## src/rtl/data_mem_access_unit.sv

```systemverilog
// data_mem_access_unit
//   Initiator side of the word-addressed data-memory port. Accepts byte-addressed
//   byte/halfword/word load/store requests from the core over valid/ready, drives
//   the memory with registered enables/address/data, and returns one response pulse
//   per request. Sub-word stores use a read-modify-write.
//   Misaligned, out-of-range or illegal-size requests complete with an error and
//   never touch memory.
//
// Ports
//   clk, reset                 clock, synchronous active-high reset
//   req_valid/req_ready        request handshake (ready only while idle)
//   req_write, req_size,       store/load, 00 byte 01 half 10 word,
//   req_unsigned, req_addr,    zero/sign extend for loads, byte address,
//   req_wdata                  right-justified store data
//   rsp_valid, rsp_rdata,      one-cycle completion pulse, extended load data,
//   rsp_error                  error flag
//   address, MemRead,          memory side: word index and read enable,
//   writeData, MemWrite        write word and write enable
//   readData                   combinational memory read data
module data_mem_access_unit #(
    parameter int DEPTH       = 10,
    parameter bit RANGE_CHECK = 1'b1
) (
    input  logic        clk,
    input  logic        reset,
    input  logic        req_valid,
    output logic        req_ready,
    input  logic        req_write,
    input  logic [1:0]  req_size,
    input  logic        req_unsigned,
    input  logic [31:0] req_addr,
    input  logic [31:0] req_wdata,
    output logic        rsp_valid,
    output logic [31:0] rsp_rdata,
    output logic        rsp_error,
    output logic [31:0] address,
    output logic        MemRead,
    output logic [31:0] writeData,
    output logic        MemWrite,
    input  logic [31:0] readData
);

    localparam logic [29:0] DEPTH_W = 30'(DEPTH);

    typedef enum logic [2:0] {
        S_IDLE, S_LOAD, S_STORE, S_RMW_RD, S_RMW_WR, S_ERR, S_RESP
    } state_t;

    state_t      state_q;
    logic [1:0]  size_q;
    logic        unsigned_q;
    logic [1:0]  lane_q;
    logic [31:0] wdata_q;
    logic [31:0] address_q;
    logic        mem_read_q;
    logic        mem_write_q;
    logic [31:0] write_data_q;
    logic        rsp_valid_q;
    logic        rsp_error_q;
    logic [31:0] rsp_rdata_q;

    logic        req_err_d;
    logic [7:0]  byte_d;
    logic [15:0] half_d;
    logic [31:0] load_ext_d;
    logic [4:0]  shamt_d;
    logic [31:0] mask_d;
    logic [31:0] merge_d;

    // Request classification, evaluated on the live request in IDLE.
    always_comb begin
        req_err_d = 1'b0;
        if (req_size == 2'b11)                                req_err_d = 1'b1;
        if (req_size == 2'b01 && req_addr[0])                 req_err_d = 1'b1;
        if (req_size == 2'b10 && req_addr[1:0] != 2'b00)      req_err_d = 1'b1;
        if (RANGE_CHECK && (req_addr[31:2] >= DEPTH_W))       req_err_d = 1'b1;
    end

    // Lane extraction / extension and sub-word merge, both from captured fields.
    always_comb begin
        byte_d     = 8'(readData >> {lane_q, 3'b000});
        half_d     = lane_q[1] ? readData[31:16] : readData[15:0];
        load_ext_d = readData;
        case (size_q)
            2'b00:   load_ext_d = unsigned_q ? {24'h0, byte_d} : {{24{byte_d[7]}}, byte_d};
            2'b01:   load_ext_d = unsigned_q ? {16'h0, half_d} : {{16{half_d[15]}}, half_d};
            default: load_ext_d = readData;
        endcase

        if (size_q == 2'b00) begin
            shamt_d = {lane_q, 3'b000};
            mask_d  = 32'h0000_00FF << shamt_d;
        end else begin
            shamt_d = {lane_q[1], 4'b0000};
            mask_d  = 32'h0000_FFFF << shamt_d;
        end
        merge_d = (readData & ~mask_d) | ((wdata_q << shamt_d) & mask_d);
    end

    // Outputs are set on entry to the state that owns them, so every
    // memory-side signal is a flop.
    always_ff @(posedge clk) begin
        if (reset) begin
            state_q      <= S_IDLE;
            size_q       <= 2'b00;
            unsigned_q   <= 1'b0;
            lane_q       <= 2'b00;
            wdata_q      <= 32'h0;
            address_q    <= 32'h0;
            mem_read_q   <= 1'b0;
            mem_write_q  <= 1'b0;
            write_data_q <= 32'h0;
            rsp_valid_q  <= 1'b0;
            rsp_error_q  <= 1'b0;
            rsp_rdata_q  <= 32'h0;
        end else begin
            case (state_q)
                S_IDLE: begin
                    if (req_valid) begin
                        size_q     <= req_size;
                        unsigned_q <= req_unsigned;
                        lane_q     <= req_addr[1:0];
                        wdata_q    <= req_wdata;
                        address_q  <= {2'b00, req_addr[31:2]};
                        if (req_err_d) begin
                            state_q <= S_ERR;
                        end else if (!req_write) begin
                            state_q    <= S_LOAD;
                            mem_read_q <= 1'b1;
                        end else if (req_size == 2'b10) begin
                            state_q      <= S_STORE;
                            mem_write_q  <= 1'b1;
                            write_data_q <= req_wdata;
                        end else begin
                            state_q    <= S_RMW_RD;
                            mem_read_q <= 1'b1;
                        end
                    end
                end
                S_LOAD: begin
                    mem_read_q  <= 1'b0;
                    rsp_rdata_q <= load_ext_d;
                    rsp_valid_q <= 1'b1;
                    state_q     <= S_RESP;
                end
                S_STORE: begin
                    mem_write_q <= 1'b0;
                    rsp_valid_q <= 1'b1;
                    state_q     <= S_RESP;
                end
                S_RMW_RD: begin
                    // Old word is folded straight into the write-data register.
                    mem_read_q   <= 1'b0;
                    write_data_q <= merge_d;
                    mem_write_q  <= 1'b1;
                    state_q      <= S_RMW_WR;
                end
                S_RMW_WR: begin
                    mem_write_q <= 1'b0;
                    rsp_valid_q <= 1'b1;
                    state_q     <= S_RESP;
                end
                S_ERR: begin
                    rsp_error_q <= 1'b1;
                    rsp_valid_q <= 1'b1;
                    state_q     <= S_RESP;
                end
                S_RESP: begin
                    rsp_valid_q <= 1'b0;
                    rsp_error_q <= 1'b0;
                    rsp_rdata_q <= 32'h0;
                    state_q     <= S_IDLE;
                end
                default: state_q <= S_IDLE;
            endcase
        end
    end

    assign req_ready = (state_q == S_IDLE) && !reset;
    assign rsp_valid = rsp_valid_q;
    assign rsp_rdata = rsp_rdata_q;
    assign rsp_error = rsp_error_q;
    assign address   = address_q;
    assign MemRead   = mem_read_q;
    assign MemWrite  = mem_write_q;
    assign writeData = write_data_q;

endmodule

```

## config.mk

```make
export PLATFORM = sky130hd
export DESIGN_NAME = data_mem_access_unit
export DESIGN_NICKNAME = d
export VERILOG_FILES = /design/src/rtl/data_mem_access_unit.sv
export SDC_FILE = /design/constraint.sdc
export NUM_CORES = 1
export LEC_CHECK = 0
export CORE_ASPECT_RATIO = 1.25
export CORE_MARGIN = 10
export CORE_UTILIZATION = 39
export DETAILED_ROUTE_END_ITERATION = 10
export GPL_ROUTABILITY_DRIVEN = 0
export PLACE_DENSITY_LB_ADDON = 0.25
export RECOVER_POWER = 25
export SYNTH_ARGS = -nofsm -noshare
export SYNTH_HDL_FRONTEND = slang
export SYNTH_SLANG_ARGS = --single-unit
```

## constraint.sdc

```tcl
create_clock -name clk -period 6.55 [get_ports clk]
set_input_delay 1.965 -clock clk [delete_from_list [all_inputs] [get_ports clk]]
set_output_delay 1.965 -clock clk [all_outputs]
set_load 0.005 [all_outputs]
```

==> run metrics <==
number of synthesized flops with an enable pin 0; Worst Skew 6.81 ps; die outline height 159 um; Async SR Flop Fraction 0%; FF+latch count, synth 122; initial drt markers 496; Least-Margin Pin Slew 3260 ps; hold path depth 2; RR Endpoint writeData[1]; worst hold endpoint rsp_rdata[0]; CTS tree built; DR vias 6345; Sequential Power Share 39.1%; I/O pin total 204; clock network power share 42.1%; sw power 0.000600 W; Leakage 3.04 nW; Fin Setup TNS 0 ps; vias per cell 5.48; total wire length 22800 um; Critical Path Start Type input pin; Post-DP Area 0.00804 mm^2; initial antenna violation count 1; hold path start rsp_rdata[0]; pwr dens 244 mW/mm^2; crit end category register; RSZ-0062 raised after global routing no; failing checks max-capacitance violations, max-slew violations; # resized after CTS 0; post-DR wirelength/cell 19.7 um; Worst-Skew Late Latency 430 ps; commonest non-fill, non-tap cell in the layout clkdlybuf4s50_1; clk root buf clkbuf_16; FMAX 192 MHz; commonest cells after routing, fill and taps aside clkdlybuf4s50_1, nand2_1, dfxtp_1; GRT Util Overall 21.2%; fraction of layout cells with a size suffix above 1 6.01%; Cells after Synth 779; die area 0.0208 mm^2; hold_ws 438 ps; DRC Markers 0; pin count of the biggest net entering global routing 72; Main synth FF type dfxtp_1; post-route ant nets 0; Comb pwr share 18.8%; sequential-to-total area share from yosys stat 40.6%; Worst EP arrival 5550 ps; Yosys top cell area share 40.6%; first-pass GRT wire length 34600 um; synth unique cells 56; status finished, violations left; Setup-failing EPs final 0; Hold WC Path Type register to register; TritonCTS buffer count 17; effective utilization at floorplan 39.9%; final net count 1040; Die W 131 um; synthesized area per cell 7.71 um^2; Design Area, Final 0.00859 mm^2; Port Buf Inserts 201; setup slack, reg-to-reg 2720 ps; CTS clock-pin slew for the worst setup and hold paths 50 ps; DR pass1 iterations 5; num rows 50; Internal Pwr Total 0.00150 W; Final Max Tran Viols 126; reg2reg path depth 6; Area growth, synth to finish 43.0%; hpwl dp 16600 um; synthesized area 0.00601 mm^2; leading post-synthesis cells by cell area dfxtp_1, nand2_1, a21oi_1; switch share 28.6%; hold_buf cts 0; gr ovfl total 0; H-Tree Depth 4; vias in the first global route 6076; CP Class input pin to register; CTS Sinks 122; Final Cycle Share 79.4%; top cell type by total area after synthesis dfxtp_1; crit-path max FO 53; maximum VDD drop 0.160 mV; total of max-cap violations 2; relative slew slack -117%; CP required 6900 ps; Tmin final 5200 ps; Final Hold Viols 0; yosys warns 0; clock buffer depth 2; reg2reg start state_q[2]; CORE AREA 0.0151 mm^2; postcts setup bufs 0
cell families (layout without fill, tap and decap cells):
kind of cell | after synthesis | count (layout) | share of synthesized area (%)
flip-flops | 122 | 122 | 40.6
multiplexers | 9 | 9 | 1.75
AND/OR/NAND/NOR | 318 | 318 | 25.7
buffers and inverters | 84 | 253 | 5.91
other | 1 | 3 | 0.0624
AO/OA/AOI/OAI | 245 | 245 | 25.9
worst max path at each step:
stage	slack, ps	startpoint	endpoint	cells after the start
finish	1350	req_valid	writeData[1]	6
detailed placement	1690	reset	req_ready	3
floorplan	1720	reset	req_ready	4
CTS	1680	reset	req_ready	3
global placement	1680	reset	req_ready	3
global route	1090	req_valid	writeData[3]	6
cells in the mapped netlist (all sizes together) (2+ instances only):
library cell and number:
inv 12, mux2i 6, o21a 9, a22oi 4, nor3 11, nand3b 9
o221ai 8, nand3 22, o21ai 61, buf 27, a22o 16, nor4 6
nor2b 6, nand4 2, dfxtp 122, or4 5, and3b 3, a21oi 96
a221oi 13, or3 17, mux2 2, a32o 8, o2111ai 10, nand2 158
clkbuf 45, nor2 39, nand2b 24, and3 5, a211oi 6, o31a 3
or4b 8, a311o 3
cell type report:
| type | instances | area (um^2) |
|---|---|---|
| clock inverter | 12 | 101 |
| sequential | 122 | 2440 |
| clock buffer | 19 | 453 |
| fill | 1412 | 6490 |
| inverter | 12 | 45.0 |
| timing repair buffer | 210 | 2070 |
| multi-input combinational | 574 | 3220 |
| antenna | 1 | 2.50 |
| tap | 208 | 260 |
flip-flops by register name (all words and copies together) (netlist names):
| signal | cells |
|---|---|
| rsp_rdata | 32 |
| writeData | 32 |
| address | 30 |
| wdata_q | 16 |
| state_q | 3 |
| lane_q | 2 |
| size_q | 2 |
| MemRead | 1 |
| MemWrite | 1 |
| rsp_error | 1 |
| rsp_valid | 1 |
| unsigned_q | 1 |
stage by stage:
step           power (W)  util, %  std cells  setup slack (ps)
5_1_grt          0.00218     57.0       1158              1090
3_5_place_dp     0.00123     53.3       1126              1690
6_report         0.00210     57.0       1158              1350
3_3_place_gp     0.00123     53.3       1126              1680
4_1_cts          0.00211     57.0       1157              1680
2_1_floorplan    0.00104        -        780              1720
worst max-delay path, cell delays in order:
cell           delay (ps)
dlygate4sd3_1         630
and2_2                200
clkbuf_1             1730
a21o_1                610
o2111ai_1             210
a21oi_1               190
routing by layer:
layer | vias to the layer above | GRT usage (%) | wire (um) | share of wire (%)
li1 | 3094 | - | - | -
met1 | 2926 | 24.2 | 8860 | 39
met2 | 271 | 33.4 | 10700 | 47
met3 | 54 | 8.79 | 2400 | 11
met4 | 0 | 9.88 | 830 | 3.6
met5 | - | 0 | 0 | 0
power by group through the flow:
stage	Sequential [W]	Combinational [W]	Clock (W)
global route	0.000825	0.000431	0.000926
detailed placement	0.000836	0.000392	0
finish	0.000821	0.000395	0.000884
floorplan	0.000822	0.000213	0
global placement	0.000834	0.000392	0
CTS	0.000820	0.000395	0.000895
No activity file was read; power rests on OpenSTA's default activity.
